### config.mk
export PLATFORM = sky130hd
export DESIGN_NAME = mood_engine
export DESIGN_NICKNAME = d
export VERILOG_FILES = /design/src/rtl/mood_pkg.sv /design/src/rtl/mood_channel.sv /design/src/rtl/mood_engine.sv
export SDC_FILE = /design/constraint.sdc
export NUM_CORES = 1
export LEC_CHECK = 0
export ABC_AREA = 1
export ABC_CLOCK_PERIOD_IN_PS = 4440
export CAP_MARGIN = 5
export CORE_MARGIN = 3
export CORE_UTILIZATION = 30
export CTS_CLUSTER_DIAMETER = 200
export DETAILED_ROUTE_END_ITERATION = 8
export PLACE_DENSITY = 0.54
export SLEW_MARGIN = 20
export SYNTH_ARGS = -nofsm -noshare
export SYNTH_HDL_FRONTEND = slang
export SYNTH_SLANG_ARGS = --single-unit
### constraint.sdc
create_clock -name clk -period 4.44 [get_ports clk]
set_input_delay 0.888 -clock clk [delete_from_list [all_inputs] [get_ports clk]]
set_output_delay 0.888 -clock clk [all_outputs]
set_load 0.005 [all_outputs]
### src/rtl/mood_pkg.sv
// mood_pkg: shared types and helpers for the mood engine.
//   sleep_state_t : sleep controller state encoding (AWAKE/DROWSY/ASLEEP/WAKING)
//   CLS_*         : 2-bit range class codes taken from the top two level bits
//   hb_period_m1  : heartbeat period (minus one) in ticks for a stress class
package mood_pkg;

  typedef enum logic [1:0] {
    AWAKE  = 2'b00,
    DROWSY = 2'b01,
    ASLEEP = 2'b10,
    WAKING = 2'b11
  } sleep_state_t;

  localparam logic [1:0] CLS_LOW  = 2'd0;
  localparam logic [1:0] CLS_MID  = 2'd1;
  localparam logic [1:0] CLS_HIGH = 2'd2;
  localparam logic [1:0] CLS_MAX  = 2'd3;

  // Period 8/4/2/1 ticks for stress class 0/1/2/3; sleeping forces 8.
  // Returned as period-1 so the counter compare is a plain >=.
  function automatic logic [2:0] hb_period_m1(input logic [1:0] s_cls,
                                               input logic       sleeping);
    logic [2:0] m1;
    case (s_cls)
      CLS_LOW:  m1 = 3'd7;
      CLS_MID:  m1 = 3'd3;
      CLS_HIGH: m1 = 3'd1;
      default:  m1 = 3'd0;
    endcase
    if (sleeping) m1 = 3'd7;
    return m1;
  endfunction

endpackage

### src/rtl/mood_channel.sv
// mood_channel: one saturating drive channel.
//   Holds a W-bit level that steps +1/-1 on tick (saturating at 2^W-1 / 0),
//   can be overwritten by a synchronous load regardless of tick, and exposes
//   its 2-bit range class (the top two level bits).
// Ports:
//   clk, rst_n      : clock, synchronous active-low reset (level -> DEFAULT_VAL)
//   tick            : model step strobe
//   inc, dec        : effective step requests (both or neither = hold)
//   load, load_val  : synchronous level load, overrides the tick update
//   level           : registered level
//   level_class     : level[W-1:W-2]
module mood_channel
  import mood_pkg::*;
#(
  parameter int             W           = 7,
  parameter logic [W-1:0]   DEFAULT_VAL = '0
) (
  input  logic         clk,
  input  logic         rst_n,
  input  logic         tick,
  input  logic         inc,
  input  logic         dec,
  input  logic         load,
  input  logic [W-1:0] load_val,
  output logic [W-1:0] level,
  output logic [1:0]   level_class
);

  logic [W-1:0] level_p0;

  function automatic logic [W-1:0] sat_step(input logic [W-1:0] cur,
                                            input logic         up,
                                            input logic         dn);
    logic [W-1:0] nxt;
    nxt = cur;
    if (up && !dn && (cur != '1))      nxt = cur + W'(1);
    else if (dn && !up && (cur != '0)) nxt = cur - W'(1);
    return nxt;
  endfunction

  // Stage p0: level register
  always_ff @(posedge clk) begin
    if (!rst_n)    level_p0 <= DEFAULT_VAL;
    else if (load) level_p0 <= load_val;
    else if (tick) level_p0 <= sat_step(level_p0, inc, dec);
  end

  assign level       = level_p0;
  assign level_class = level_p0[W-1 -: 2];

endmodule

### src/rtl/mood_engine.sv
// mood_engine: NUM_CH saturating drive channels plus a four-state sleep
// controller and a stress-driven heartbeat, all advancing on the tick strobe.
// Optional feature: define MOOD_WAKE_EN to add the wake_req input, which on a
// tick forces DROWSY->AWAKE and ASLEEP->WAKING ahead of other transitions.
// Ports:
//   clk, rst_n          : clock, synchronous active-low reset
//   tick                : model step strobe, one clk wide
//   inc_req, dec_req    : per-channel external step requests
//   load, load_ch,
//   load_val            : synchronous level load (out-of-range load_ch ignored)
//   wake_req            : (MOOD_WAKE_EN only) wake request
//   level               : packed registered levels, slice i = channel i
//   level_class         : packed 2-bit classes, slice i = channel i
//   sleep_state         : 00 AWAKE, 01 DROWSY, 10 ASLEEP, 11 WAKING
//   asleep              : high in ASLEEP only
//   hb_pulse            : one-clk heartbeat pulse
module mood_engine
  import mood_pkg::*;
#(
  parameter int                    NUM_CH       = 3,
  parameter int                    W            = 7,
  parameter logic [NUM_CH*W-1:0]   DEFAULT_VALS = {7'd64, 7'd0, 7'd96},
  parameter int                    ENERGY_CH    = 0,
  parameter int                    STRESS_CH    = 1,
  parameter int                    SLEEP_HOLD   = 4
) (
  input  logic                      clk,
  input  logic                      rst_n,
  input  logic                      tick,
  input  logic [NUM_CH-1:0]         inc_req,
  input  logic [NUM_CH-1:0]         dec_req,
  input  logic                      load,
  input  logic [$clog2(NUM_CH)-1:0] load_ch,
  input  logic [W-1:0]              load_val,
`ifdef MOOD_WAKE_EN
  input  logic                      wake_req,
`endif
  output logic [NUM_CH*W-1:0]       level,
  output logic [2*NUM_CH-1:0]       level_class,
  output logic [1:0]                sleep_state,
  output logic                      asleep,
  output logic                      hb_pulse
);

  localparam int LCH_W  = $clog2(NUM_CH);
  localparam int HOLD_W = $clog2(SLEEP_HOLD) + 1;
  localparam logic [HOLD_W-1:0] HOLD_LAST = HOLD_W'(SLEEP_HOLD - 1);

  sleep_state_t      state;
  logic [HOLD_W-1:0] hold_cnt;
  logic [2:0]        hb_cnt;
  logic [2:0]        hb_m1;
  logic [NUM_CH-1:0] fsm_inc, fsm_dec;
  logic [1:0]        e_cls, s_cls;
  logic              wake;

`ifdef MOOD_WAKE_EN
  assign wake = wake_req;
`else
  assign wake = 1'b0;
`endif

  assign e_cls = level_class[2*ENERGY_CH +: 2];
  assign s_cls = level_class[2*STRESS_CH +: 2];

  // FSM drive contributions, applied on the same tick the state is evaluated
  always_comb begin
    fsm_inc = '0;
    fsm_dec = '0;
    case (state)
      AWAKE, DROWSY: fsm_dec[ENERGY_CH] = 1'b1;
      ASLEEP: begin
        fsm_inc[ENERGY_CH] = 1'b1;
        fsm_dec[STRESS_CH] = 1'b1;
      end
      default: ;
    endcase
  end

  // Stage p0: channel level registers
  for (genvar i = 0; i < NUM_CH; i++) begin : g_ch
    localparam logic [LCH_W-1:0] IDX = LCH_W'(i);
    mood_channel #(
      .W          (W),
      .DEFAULT_VAL(DEFAULT_VALS[i*W +: W])
    ) u_ch (
      .clk        (clk),
      .rst_n      (rst_n),
      .tick       (tick),
      .inc        (inc_req[i] | fsm_inc[i]),
      .dec        (dec_req[i] | fsm_dec[i]),
      .load       (load && (load_ch == IDX)),
      .load_val   (load_val),
      .level      (level[i*W +: W]),
      .level_class(level_class[2*i +: 2])
    );
  end

  // Stage p0: sleep controller (classes seen here are the pre-update ones)
  always_ff @(posedge clk) begin
    if (!rst_n) begin
      state    <= AWAKE;
      hold_cnt <= '0;
      asleep   <= 1'b0;
    end else if (tick) begin
      case (state)
        AWAKE: begin
          if (e_cls == CLS_LOW) begin
            state    <= DROWSY;
            hold_cnt <= '0;
          end
        end
        DROWSY: begin
          if (wake || (e_cls != CLS_LOW) || (s_cls >= CLS_HIGH)) begin
            state    <= AWAKE;
            hold_cnt <= '0;
          end else if (hold_cnt == HOLD_LAST) begin
            state    <= ASLEEP;
            asleep   <= 1'b1;
            hold_cnt <= '0;
          end else begin
            hold_cnt <= hold_cnt + HOLD_W'(1);
          end
        end
        ASLEEP: begin
          if (wake || (e_cls == CLS_MAX) || (s_cls == CLS_MAX)) begin
            state  <= WAKING;
            asleep <= 1'b0;
          end
        end
        WAKING: state <= AWAKE;
        default: state <= AWAKE;
      endcase
    end
  end

  assign sleep_state = state;

  // Stage p0: heartbeat; a shorter period mid-count fires on the next tick
  assign hb_m1 = hb_period_m1(s_cls, state == ASLEEP);

  always_ff @(posedge clk) begin
    if (!rst_n) begin
      hb_cnt   <= '0;
      hb_pulse <= 1'b0;
    end else if (tick) begin
      if (hb_cnt >= hb_m1) begin
        hb_cnt   <= '0;
        hb_pulse <= 1'b1;
      end else begin
        hb_cnt   <= hb_cnt + 3'd1;
        hb_pulse <= 1'b0;
      end
    end else begin
      hb_pulse <= 1'b0;
    end
  end

endmodule

# Word level (Yosys, flattened, before mapping)
# Cells that the tools add are included.
[totals]
register_bits = 31
input_bits = 19
word_cells = 117
output_inout_bits = 31
[op_classes]
bitwise = 3
reduce_logical = 47
eq_ne = 18
n_addsub = 8
magnitude_cmp = 2
mux = 31
[ops]
columns = ["cell", "n"]
rows = [
  ["2-to-1 mux 7 bit", 12],
  ["adder 7 x 1 -> 7 bit (second input constant)", 3],
  ["!= test 7 bit (second input constant)", 3],
  ["nonzero test 7 bit", 3],
  ["subtractor 7 x 1 -> 7 bit (second input constant)", 3],
  ["logical AND 1 bit", 15],
  ["2-to-1 mux 3 bit", 5],
  ["== test 2 bit (second input constant)", 6],
  ["nonzero test 2 bit", 6],
  ["case mux 3 bit (3 select lines)", 1],
  ["nonzero test 3 bit", 3],
  ["logical NOT 2 bit", 4],
  ["2-to-1 mux 2 bit", 4],
  ["!= test 2 bit (second input constant)", 4],
  ["case mux 2 bit (4 select lines)", 1],
  ["AND reduction 2 bit", 4],
  ["adder 3 x 1 -> 3 bit (second input constant)", 2],
  ["== test 2 x 1 -> 1 bit (second input constant)", 3],
  ["logical NOT 1 bit", 6],
  ["2-to-1 mux 1 bit", 6],
  ["case mux 3 bit (2 select lines)", 1],
  ["AND reduction 5 bit", 1],
  ["AND reduction 4 bit", 1],
  ["== test 3 x 2 -> 1 bit (second input constant)", 1],
  ["other kinds (8)", 11],
]

# Logic depth before layout (Yosys ltp)
# Gate-level depths: netlist of the first run.
[logic_depth]
ltp_word = 10
mapped_depth = 16
mapped_depth_nobuf = 16

# Modules after synthesis
# A second synthesis of the first run with hierarchy kept.
[hier_totals]
hier_cells = 456
area_unflattened_um2 = 2777.7
[modules_own_cells]
columns = ["module", "seq_area_each_um2", "cells_each", "area_per_inst_um2", "instances"]
rows = [
  ["mood_channel (g_ch[0].u_ch)", 140.1, 120, 733.2, 1],
  ["mood_channel (g_ch[1].u_ch)", 140.1, 124, 718.2, 1],
  ["mood_channel (g_ch[2].u_ch)", 140.1, 109, 678.2, 1],
  ["mood_engine", 200.2, 103, 648.1, 1],
]

# Worst setup path before layout of the first run
# OpenSTA, ideal clock, no wires.
[synth_path]
kind = "input to register"
start = "input dec_req[0]"
end = "register g_ch[0].u_ch.level_p0[6]"
n_path_buf = 0
path_stages = 11
setup_ps = 115
arrival_time_ps = 2379
setup_slack_ps = 1946
required_ps = 4325
cell_sequence = "or2_4 nor2_4 nand2_4 ha_1 a21oi_1 nand2_1 a21boi_0 nand3b_1 nand2_1 nand2_1 nand2_1"
[synth_between]
elab_chain_len = 7
word_cells_on_any_way = 11
cone_classes = "mux: 3; bitwise: 1; reduce/logical: 7"
[synth_rtl]
columns = ["item", "line_no", "rtl"]
rows = [
  ["start: declaration", "mood_engine.sv:31", "input logic [NUM_CH-1:0] dec_req,"],
  ["bitwise OR 1 bit (*)", "mood_engine.sv:91", ".dec (dec_req[i] | fsm_dec[i]),"],
  ["logical NOT 1 bit", "mood_channel.sv:36", "if (up && !dn && (cur != '1)) nxt = cur + W'(1);"],
  ["logical AND 1 bit (2 in a row)", "mood_channel.sv:36", ""],
  ["2-to-1 mux 7 bit", "mood_channel.sv:36", ""],
  ["2-to-1 mux 7 bit", "mood_channel.sv:45", "else if (tick) level_p0 <= sat_step(level_p0, inc, dec);"],
  ["2-to-1 mux 7 bit", "mood_channel.sv:44", "else if (load) level_p0 <= load_val;"],
  ["end signal: assignment", "mood_channel.sv:44", ""],
  ["end signal: assignment", "mood_channel.sv:45", ""],
  ["end: declaration", "mood_channel.sv:29", "logic [W-1:0] level_p0;"],
]
# Every way passes the cells marked *; elsewhere a longest branch is shown, timed or not. The select of a mux whose other input is x is not followed.
# A chain may end at the register's enable or synchronous reset.

# Worst setup path in the final report of the first run
# Ends and elaborated chain as after synthesis.

==> load_flow_metrics.sql, run 1 <==
INSERT INTO impl_metrics (metric_group, metric, value, unit) VALUES
('hold_path', 'hold_crit_start', 'hold_cnt[2]$_SDFFE_PN0P_', ''),
('cells_and_area', 'final-seq-area', '620.6', 'sq um'),
('drt', 'detailedRoute.firstIterationViolations', '117', ''),
('synthesis', 'postSynth.asyncResetShare', '0', ''),
('hold_path', 'min_path_cells', '2', ''),
('clock_network', 'cts_tree', 'done', ''),
('synthesis', 'yosysWarnings', '0', ''),
('setup_path', 'arrival', '3.00', 'ns'),
('pwr', 'static-leakage-power', '1.543', 'nW'),
('sta', 'min_period', '2.806', 'ns'),
('grt', 'grt_antenna_before_repair', '0', ''),
('synthesis', 'synth_ff_type', 'sky130_fd_sc_hd__dfxtp_1', ''),
('clock_network', 'clockRootBuffer', 'sky130_fd_sc_hd__clkbuf_8', ''),
('pwr', 'finalPower', '1.021', 'mW'),
('pwr', 'comb_power_share', '0.369', ''),
('floorplanning', 'core_region_area', '8382', 'sq um'),
('clock_network', 'maximum_count_of_clock_buffers_along_a_single_path', '2', ''),
('clock_network', 'postCtsSetupBuffers', '0', ''),
('synthesis', 'synth_largest_type_area_fraction', '0.2356', ''),
('placed_design', 'detailedPlacementHpwl', '5.873', 'mm'),
('cells_and_area', 'post_layout_nonfiller_instances', '574', ''),
('cells_and_area', 'final_area', '3316', 'sq um'),
('setup_path', 'cpMostUsedCell', 'sky130_fd_sc_hd__nand2_1', ''),
('placed_design', 'gp_congestion', '0.8390', ''),
('hold_path', 'min_delay_worst_endpoint', 'hold_cnt[2]$_SDFFE_PN0P_', ''),
('setup_path', 'critical_path.cell_chain', 'clkdlybuf4s50_1, or2_4, nor2_4, nand2_4, ha_1, a21oi_1, nand2_1, a21boi_0, nand3b_1, nand2_1, nand2_1, nand2_1', ''),
('pwr', 'p_clk_frac', '0.294', ''),
('pwr', 'power-per-cell-area', '307.9', 'nW/um^2'),
('clock_network', 'clk_latency', '0.29', 'ns'),
('synthesis', 'post-synth-top-area-cell', 'sky130_fd_sc_hd__dfxtp_1', ''),
('placed_design', 'dpl_cell_area', '3198', 'sq um'),
('pwr', 'power_frac_seq', '0.337', ''),
('floorplanning', 'start_util', '0.3142', ''),
('cells_and_area', 'layout.nets', '510', ''),
('floorplanning', 'io_pins', '50', ''),
('clock_network', 'post_cts.resized_instances', '0', ''),
('drt', 'wire_per_inst', '13.24', 'um'),
('setup_path', 'cp_data_required_time', '4.63', 'ns'),
('cells_and_area', 'inserted_diodes', '0', ''),
('grt', 'grt_max_degree', '20', ''),
('clock_network', 'cts-buffers-inserted', '5', ''),
('sta', 'fin_skew', '0.005930', 'ns'),
('synthesis', 'postSynthRegisterBits', '31', ''),
('drt', 'first_pass_iters', '4', ''),
('sta', 'worst_slew_pin_slew', '0.6668', 'ns'),
('sta', 'max_transition_margin', '0.5527', ''),
('setup_path', 'critical_path_peak_fanout', '9', ''),
('sta', 'finalSetupViolations', '0', ''),
('floorplanning', 'width_of_the_die', '99.70', 'um'),
('drt', 'route.antenna.remaining_nets', '0', ''),
('synthesis', 'yosys.cell_count.top_type', 'sky130_fd_sc_hd__nand2_1', ''),
('sta', 'max_freq', '356.3', 'MHz'),
('floorplanning', 'fp.dieH', '99.70', 'um'),
('synthesis', 'synth.top_cells.by_area', 'sky130_fd_sc_hd__dfxtp_1, sky130_fd_sc_hd__nand2_1, sky130_fd_sc_hd__ha_1', ''),
('cells_and_area', 'post_route_cells_drive_above_1_share', '0.07463', ''),
('setup_path', 'worst_path_max_delay_cell', 'sky130_fd_sc_hd__clkdlybuf4s50_1', ''),
('clock_network', 'htreeDepth', '2', ''),
('setup_path', 'timing.critical_path.to_type', 'flip-flop', ''),
('drt', 'wirelength', '7.597', 'mm'),
('sta', 'finalCritPeriodShare', '0.6321', ''),
('drt', 'num_vias', '2774', ''),
('grt', 'grt-ovfl-total', '0', ''),
('run_status', 'status', 'complete, no violations', ''),
('sta', 'final-max-slew-violation-count', '0', ''),
('setup_path', 'cp_slowest_stage_delay', '0.41', 'ns'),
('sta', 'holdWs', '0.4430', 'ns'),
('setup_path', 'worst-r2r-setup-slack', '2.06', 'ns'),
('clock_network', 'worst_setup_hold_path_clk_slew', '0.07', 'ns'),
('synthesis', 'seq_area_frac_synth', '0.2356', ''),
('pwr', 'netSwitchingPower', '0.3609', 'mW'),
('drt', 'drc', '0', '');
==> logic make-up after synthesis <==
group,share of synthesized area
AND/OR/NAND/NOR,0.4361
flip-flops,0.2356
adder cells (fa/ha/maj),0.1178
AO/OA/AOI/OAI,0.1017
buffers and inverters,0.08883
XOR/XNOR,0.01996
==> power by group through the flow <==
stage / sequential [mW] / combinational, mW / clock, mW
floorplan: 0.340 / 0.256 / 0
global placement: 0.351 / 0.374 / 0
detailed placement: 0.351 / 0.375 / 0
CTS: 0.344 / 0.378 / 0.308
global route: 0.348 / 0.436 / 0.321
finish: 0.344 / 0.377 / 0.300
==> final cells by class <==
type / count / area share
multi-input combinational: 334 / 0.5366
sequential: 31 / 0.1872
timing repair buffer: 49 / 0.1479
inverter: 47 / 0.05321
tap: 105 / 0.03962
clock buffer: 6 / 0.02491
clock inverter: 2 / 0.01057
==> cell usage in the layout (no fill, tap or decap), types with 3 or more instances in the layout <==
cell type,netlist,routed
sky130_fd_sc_hd__a21oi_1,30,30
sky130_fd_sc_hd__clkbuf_8,0,6
sky130_fd_sc_hd__clkdlybuf4s50_1,0,49
sky130_fd_sc_hd__clkinv_1,3,3
sky130_fd_sc_hd__dfxtp_1,31,31
sky130_fd_sc_hd__fa_1,3,3
sky130_fd_sc_hd__ha_1,20,20
sky130_fd_sc_hd__inv_1,40,40
sky130_fd_sc_hd__inv_2,4,4
sky130_fd_sc_hd__nand2_1,150,150
sky130_fd_sc_hd__nand2_2,4,4
sky130_fd_sc_hd__nand3_1,38,38
sky130_fd_sc_hd__nand3_2,3,3
sky130_fd_sc_hd__nand3b_1,4,4
sky130_fd_sc_hd__nand4_1,5,5
sky130_fd_sc_hd__nor2_1,33,33
sky130_fd_sc_hd__nor2_2,3,3
sky130_fd_sc_hd__nor3_1,4,4
sky130_fd_sc_hd__o21ai_0,13,13
sky130_fd_sc_hd__or2_2,3,3
sky130_fd_sc_hd__xnor2_1,3,3
sky130_fd_sc_hd__xor2_1,3,3
==> flip-flops by register name, indices dropped and copies added, names as in the netlist, named ones only <==
| signal | count |
|---|---|
| g_ch.u_ch.level | 21 |
| hb_pulse | 1 |
| hold_cnt | 3 |
| sleep_state | 1 |
| asleep | 1 |
| hb_cnt | 3 |
==> worst max-delay path, delay by kind of cell <==
kind	cells	cell delay (ns)
AND/OR/NAND/NOR	8	0.91
AO/OA/AOI/OAI	2	0.42
buffers and inverters	1	0.41
adder cells (fa/ha/maj)	1	0.36
==> metal layers <==
layer,track usage,up-vias,wire length [um]
met5,0,-,0
met4,0.03782,0,73
met3,0.03296,7,451
met2,0.2530,61,3395
met1,0.2198,1258,3677
li1,-,1448,-
==> metrics by stage <==
step	worst slack [ns]	util
2_1_floorplan	1.946	-
3_3_place_gp	1.322	0.3815
3_5_place_dp	1.322	0.3815
4_1_cts	1.625	0.3956
5_1_grt	1.399	0.3956
6_report	1.634	0.3956
==> how the worst max path moves through the flow <==
stage                     cells past startpoint  slack [ns]  startpoint                                  to
after floorplan                              11        1.95  dec_req[0]  g_ch[0].u_ch.level[6]$_SDFFE_PN1P_
after global placement                       14        1.32  inc_req[2]  g_ch[2].u_ch.level[3]$_SDFFE_PN0P_
after detailed placement                     14        1.32  inc_req[2]  g_ch[2].u_ch.level[3]$_SDFFE_PN0P_
after CTS                                    14        1.63  inc_req[2]  g_ch[2].u_ch.level[3]$_SDFFE_PN0P_
after global routing                         12        1.40  dec_req[0]  g_ch[0].u_ch.level[6]$_SDFFE_PN1P_
final                                        12        1.63  dec_req[0]  g_ch[0].u_ch.level[6]$_SDFFE_PN1P_
Power figures use the tool's default switching activity.
==> run 2, diff against run 1 <==
- ABC_CLOCK_PERIOD_IN_PS: 4440 -> 2320
- PLACE_DENSITY: 0.54 -> 0.56
- clock period: 4.44 -> 2.32 ns (I/O delays scaled with it)
==> run 2 against run 1 <==
  * Critical path depth decreased by 2
  * Final area up 11%
  * Setup slack worse by 1.5 ns
  * Largest power group unchanged
==> load_flow_metrics.sql, run 2 (synthesis gave the netlist of run 1 again) <==
INSERT INTO impl_metrics (metric_group, metric, value, unit) VALUES
('floorplanning', 'fp.dieH', '99.70', 'um'),
('cells_and_area', 'area_growth', '40.00', '%'),
('grt', 'first_global_vias', '2718', ''),
('sta', 'max_freq', '451.2', 'MHz'),
('sta', 'worst_slew_pin_slew', '0.3850', 'ns'),
('clock_network', 'maximum_count_of_clock_buffers_along_a_single_path', '2', ''),
('clock_network', 'cts_tree', 'done', ''),
('grt', 'grt_antenna_before_repair', '0', ''),
('hold_path', 'hold_class', 'flip-flop to flip-flop', ''),
('clock_network', 'cts-buffers-inserted', '5', ''),
('cells_and_area', 'layout.nets', '548', ''),
('grt', 'grt_pass1_wl', '12.61', 'mm'),
('sta', 'finalSetupViolations', '0', ''),
('sta', 'fin_skew', '0.006478', 'ns'),
('floorplanning', 'start_util', '0.3142', ''),
('drt', 'route.antenna.remaining_nets', '0', ''),
('grt', 'grt_max_degree', '19', ''),
('drt', 'first_pass_iters', '4', ''),
('floorplanning', 'std_cell_rows', '33', ''),
('grt', 'grt.total_usage', '0.1571', ''),
('cells_and_area', 'inserted_diodes', '0', ''),
('drt', 'drt-vias-per-instance', '4.717', ''),
('run', 'timing.max_cap.violations', '0', ''),
('cells_and_area', 'final-seq-area', '621.8', 'sq um'),
('setup_path', 'critical_path_peak_fanout', '7', ''),
('clock_network', 'postCtsSetupBuffers', '0', ''),
('floorplanning', 'die-area', '9939', 'sq um'),
('cells_and_area', 'mostFrequentLayoutCell', 'sky130_fd_sc_hd__nand2_1', ''),
('clock_network', 'clockRootBuffer', 'sky130_fd_sc_hd__clkbuf_8', ''),
('sta', 'min_period', '2.216', 'ns'),
('sta', 'holdWs', '0.4359', 'ns'),
('cells_and_area', 'multiInputGateArea', '1864', 'sq um'),
('sta', 'fin_setup_tns', '0', 'ns'),
('setup_path', 'timing.critical_path.to_type', 'flip-flop', ''),
('pwr', 'worst_ir_drop_vdd', '253.2', 'uV'),
('clock_network', 'clk_latency', '0.29', 'ns'),
('drt', 'drc', '0', ''),
('cells_and_area', 'final_cell_mix', 'sky130_fd_sc_hd__nand2_1, sky130_fd_sc_hd__clkdlybuf4s50_1, sky130_fd_sc_hd__inv_1', ''),
('placed_design', 'detailedPlacementHpwl', '6.145', 'mm'),
('drt', 'wire_per_inst', '12.64', 'um'),
('run_status', 'status', 'complete, no violations', ''),
('setup_path', 'worstSetupStartpointType', 'primary input', ''),
('placed_design', 'buffer_ports.inserted', '49', ''),
('floorplanning', 'io_pins', '50', ''),
('sta', 'final-max-slew-violation-count', '0', ''),
('sta', 'finalCritPeriodShare', '0.9553', ''),
('clock_network', 'worst_setup_hold_path_clk_slew', '0.07', 'ns'),
('sta', 'grt_setup_unrepaired', 'true', ''),
('pwr', 'static-leakage-power', '1.737', 'nW'),
('cells_and_area', 'max_reg_flops', '21', ''),
('cells_and_area', 'nFillCells', '887', ''),
('setup_path', 'timing.setup.critical_path_class', 'primary input to flip-flop', ''),
('pwr', 'power-per-cell-area', '565.8', 'nW/um^2'),
('placed_design', 'gp_congestion', '0.8692', ''),
('drt', 'num_vias', '2887', ''),
('drt', 'wirelength', '7.735', 'mm'),
('sta', 'finalHoldViolations', '0', ''),
('cells_and_area', 'post_route_cells_drive_above_1_share', '0.1696', ''),
('setup_path', 'cp_data_required_time', '2.54', 'ns'),
('clock_network', 'htreeDepth', '2', ''),
('sta', 'max_transition_margin', '0.7414', ''),
('drt', 'detailedRoute.firstIterationViolations', '111', ''),
('grt', 'grt-ovfl-total', '0', ''),
('setup_path', 'arrival', '2.44', 'ns'),
('floorplanning', 'core_region_area', '8382', 'sq um'),
('clock_network', 'clock_sinks', '31', ''),
('floorplanning', 'width_of_the_die', '99.70', 'um');
run 2: cell count changes in the layout (fill, tap and decap cells not counted), sizes merged:
cell and delta:
buf +38
run 2: layout make-up:
class / instances / area share
multi-input cells: 334 / 0.5056
inverters: 47 / 0.04785
clock inverters: 2 / 0.009501
flip-flops and latches: 31 / 0.1686
clock buffers: 6 / 0.02240
well taps: 105 / 0.03563
repair buffers: 87 / 0.2104
run 2: what timing repair did:
| action | 4_1_cts | 5_1_grt |
|---|---|---|
| hold buffers | 0 | 0 |
| hold endpoints to repair | 0 | 0 |
| endpoints found under the setup margin | 1 | 12 |
| resized for setup | 1 | 15 |
| cloned | 0 | 0 |
| pin swaps | 0 | 1 |
run 2: path summary, 6_finish.rpt:
check                                        to                      from  slack (ns)  depth (start not counted)
min                    hold_cnt[2]$_SDFFE_PN0P_  hold_cnt[2]$_SDFFE_PN0P_        0.44                          2
max reg2reg  g_ch[0].u_ch.level[2]$_SDFFE_PN0P_                 flip-flop        0.22                         10
min reg2reg            hold_cnt[2]$_SDFFE_PN0P_  hold_cnt[2]$_SDFFE_PN0P_        0.44                          2
max          g_ch[0].u_ch.level[2]$_SDFFE_PN0P_                dec_req[0]        0.10                         10
run 2: layer usage:
layer  GRT usage  wire length [um]
met4     0.04517                85
met3     0.03015               345
met2      0.2612              3706
met1      0.2062              3598
met5           0                 0
run 2: through the flow:
stage | utilization | setup slack, ns | cells | power (mW) | area [sq um]
after floorplan | - | 0.2500 | 421 | 1.141 | 2634
after global placement | 0.4156 | -0.2475 | 604 | 1.491 | 3483
after detailed placement | 0.4156 | -0.3033 | 604 | 1.498 | 3483
after CTS | 0.4296 | 0.04812 | 612 | 2.072 | 3601
after global routing | 0.4399 | -0.07672 | 612 | 2.242 | 3687
final | 0.4399 | 0.1038 | 612 | 2.086 | 3687
run 2: critical path: stages:
cell	delay, ns
sky130_fd_sc_hd__clkdlybuf4s50_1	0.40
sky130_fd_sc_hd__or2_4	0.28
sky130_fd_sc_hd__nor2_4	0.14
sky130_fd_sc_hd__nand2_4	0.11
sky130_fd_sc_hd__fa_2	0.37
sky130_fd_sc_hd__buf_4	0.14
sky130_fd_sc_hd__xnor2_1	0.11
sky130_fd_sc_hd__o21ai_0	0.17
sky130_fd_sc_hd__nand3_1	0.09
sky130_fd_sc_hd__a21oi_1	0.16
run 2: power by group:
part           total [mW]  leakage (nW)  internal [mW]  switching [mW]
clock               0.567        0.0612          0.347           0.219
combinational       0.901          1.42          0.443           0.458
sequential          0.619         0.254          0.579          0.0398
total                2.09          1.74           1.37           0.717
==> run 3, diff against run 2 <==
- CORE_UTILIZATION: 30 -> 48
- PLACE_DENSITY: 0.56 -> 0.81
==> run 3 against run 2 <==
  * Critical path type unchanged
  * Critical endpoint unchanged
  * Die area is 35% lower
  * Global-route usage grew 8.2 points
  * Critical path depth stayed put
==> load_flow_metrics.sql, run 3 (synthesis gave the netlist of run 1 again) <==
INSERT INTO impl_metrics (metric_group, metric, value, unit) VALUES
('cells_and_area', 'post_route_cells_drive_above_1_share', '0.1486', ''),
('sta', 'finalHoldViolations', '0', ''),
('sta', 'final-max-slew-violation-count', '0', ''),
('sta', 'min_period', '2.239', 'ns'),
('sta', 'final_critical_path_setup_slack', '0.08133', 'ns'),
('cells_and_area', 'layout.nets', '539', ''),
('cells_and_area', 'inserted_diodes', '0', ''),
('drt', 'num_vias', '2986', ''),
('grt', 'grt_max_degree', '14', ''),
('run_status', 'status', 'complete, no violations', ''),
('setup_path', 'worstSetupStartpointType', 'primary input', ''),
('clock_network', 'clockRootBuffer', 'sky130_fd_sc_hd__clkbuf_8', ''),
('clock_network', 'cts_tree', 'done', ''),
('drt', 'wirelength', '7.332', 'mm'),
('pwr', 'static-leakage-power', '1.688', 'nW'),
('setup_path', 'r2r_cells', '10', ''),
('pwr', 'worst_ir_drop_vdd', '370.0', 'uV'),
('cells_and_area', 'final_util', '0.6810', ''),
('floorplanning', 'die-area', '6412', 'sq um'),
('run', 'timing.max_cap.violations', '0', ''),
('sta', 'max_freq', '446.7', 'MHz'),
('clock_network', 'cts-buffers-inserted', '5', ''),
('grt', 'first_global_vias', '2778', ''),
('clock_network', 'postCtsSetupBuffers', '0', ''),
('clock_network', 'htreeDepth', '2', ''),
('floorplanning', 'io_pins', '50', ''),
('grt', 'grt-ovfl-total', '0', ''),
('clock_network', 'clk_latency', '0.29', 'ns'),
('sta', 'holdWs', '0.4404', 'ns'),
('sta', 'fin_skew', '0.008638', 'ns'),
('cells_and_area', 'max_reg_flops', '21', ''),
('clock_network', 'worst_setup_hold_path_clk_slew', '0.07', 'ns'),
('clock_network', 'clock_sinks', '31', ''),
('sta', 'max_transition_margin', '0.7410', ''),
('floorplanning', 'std_cell_rows', '26', ''),
('hold_path', 'hold_class', 'flip-flop to flip-flop', ''),
('placed_design', 'gp_congestion', '0.9275', ''),
('floorplanning', 'width_of_the_die', '80.08', 'um'),
('drt', 'wire_per_inst', '12.91', 'um'),
('drt', 'first_pass_iters', '5', ''),
('sta', 'finalCritPeriodShare', '0.9649', ''),
('drt', 'drt-vias-per-instance', '5.257', ''),
('setup_path', 'arrival', '2.46', 'ns'),
('floorplanning', 'core_region_area', '5205', 'sq um'),
('cells_and_area', 'post_layout_nonfiller_instances', '568', ''),
('cells_and_area', 'mostFrequentLayoutCell', 'sky130_fd_sc_hd__nand2_1', ''),
('sta', 'fin_setup_tns', '0', 'ns'),
('pwr', 'power-per-cell-area', '578.4', 'nW/um^2'),
('cells_and_area', 'area_growth', '34.58', '%'),
('grt', 'grt_pass1_wl', '12.20', 'mm'),
('placed_design', 'dpl.cell_count', '560', ''),
('floorplanning', 'fp.dieH', '80.08', 'um'),
('setup_path', 'critical_path_peak_fanout', '7', ''),
('drt', 'drc', '0', ''),
('placed_design', 'buffer_ports.inserted', '49', ''),
('floorplanning', 'start_util', '0.5060', ''),
('sta', 'grt_setup_unrepaired', 'true', ''),
('grt', 'grt.total_usage', '0.2386', ''),
('setup_path', 'timing.critical_path.to_type', 'flip-flop', ''),
('setup_path', 'timing.setup.critical_path_class', 'primary input to flip-flop', ''),
('drt', 'detailedRoute.firstIterationViolations', '232', ''),
('placed_design', 'detailedPlacementHpwl', '5.747', 'mm'),
('setup_path', 'cp_data_required_time', '2.54', 'ns'),
('drt', 'route.antenna.remaining_nets', '0', ''),
('clock_network', 'cts.hold.buffers_added', '0', ''),
('placed_design', 'pre_cts_slack', '-0.3116', 'ns'),
('clock_network', 'maximum_count_of_clock_buffers_along_a_single_path', '2', ''),
('hold_path', 'min_path_cells', '2', ''),
('sta', 'worst_slew_pin_slew', '0.3856', 'ns'),
('setup_path', 'worst-r2r-setup-slack', '0.17', 'ns'),
('cells_and_area', 'final_cell_mix', 'sky130_fd_sc_hd__nand2_1, sky130_fd_sc_hd__clkdlybuf4s50_1, sky130_fd_sc_hd__inv_1', ''),
('grt', 'grt_antenna_before_repair', '0', ''),
('sta', 'finalSetupViolations', '0', '');
run 3: cell types whose count changed in the layout (fill, tap and decap cells not counted):
| cell | previous run | this run |
|---|---|---|
| sky130_fd_sc_hd__buf_4 | 38 | 29 |
| sky130_fd_sc_hd__dfxtp_1 | 30 | 28 |
| sky130_fd_sc_hd__dfxtp_2 | 1 | 3 |
| sky130_fd_sc_hd__ha_1 | 16 | 18 |
| sky130_fd_sc_hd__ha_4 | 4 | 2 |
| sky130_fd_sc_hd__a21boi_1 | 0 | 1 |
| sky130_fd_sc_hd__a21boi_2 | 1 | 0 |
| sky130_fd_sc_hd__fa_1 | 2 | 3 |
| sky130_fd_sc_hd__fa_2 | 1 | 0 |
| sky130_fd_sc_hd__nor2_1 | 31 | 32 |
| sky130_fd_sc_hd__nor2_2 | 4 | 3 |
run 3: where the power goes:
group          internal (mW)  switching (mW)
logic                  0.414           0.437
clock network          0.347           0.216
registers              0.580          0.0560
run 3: worst max-delay path: stages:
cell	delay [ns]
sky130_fd_sc_hd__clkdlybuf4s50_1	0.40
sky130_fd_sc_hd__or2_4	0.28
sky130_fd_sc_hd__nor2_4	0.14
sky130_fd_sc_hd__nand2_4	0.09
sky130_fd_sc_hd__fa_1	0.41
sky130_fd_sc_hd__buf_4	0.15
sky130_fd_sc_hd__xnor2_1	0.11
sky130_fd_sc_hd__o21ai_0	0.15
sky130_fd_sc_hd__nand3_1	0.10
sky130_fd_sc_hd__a21oi_1	0.16
run 3: cell type report:
cell class / instances / area [sq um]
flip-flops and latches: 31 / 624.3
inverters: 47 / 176.4
multi-input cells: 334 / 1831
well taps: 70 / 87.58
fillers: 460 / 1660
clock inverters: 2 / 35.03
repair buffers: 78 / 708.2
clock buffers: 6 / 82.58
run 3: timing repair:
| item | CTS | global route |
|---|---|---|
| resized for setup | 1 | 13 |
| setup endpoints to repair | 1 | 12 |
| pin swaps | 0 | 0 |
run 3: per-stage QoR:
| stage | total power, mW | instance area, sq um |
|---|---|---|
| 2_1_floorplan | 1.141 | 2634 |
| 3_3_place_gp | 1.442 | 3372 |
| 3_5_place_dp | 1.465 | 3372 |
| 4_1_cts | 2.027 | 3490 |
| 5_1_grt | 2.196 | 3545 |
| 6_report | 2.050 | 3545 |
run 3: path summary, 6_finish.rpt:
kind,startpoint,endpoint
max,dec_req[0],g_ch[0].u_ch.level[2]$_SDFFE_PN0P_
min reg2reg,hold_cnt[2]$_SDFFE_PN0P_,hold_cnt[2]$_SDFFE_PN0P_
min,hold_cnt[2]$_SDFFE_PN0P_,hold_cnt[2]$_SDFFE_PN0P_
max reg2reg,flip-flop,g_ch[0].u_ch.level[2]$_SDFFE_PN0P_
run 3: routing by layer:
layer / wire length (um) / GRT usage / vias to the layer above
met5: 0 / 0 / -
met2: 3399 / 0.3998 / 118
met3: 560 / 0.05045 / 20
met4: 139 / 0.06250 / 0
met1: 3233 / 0.3095 / 1335
li1: - / - / 1513
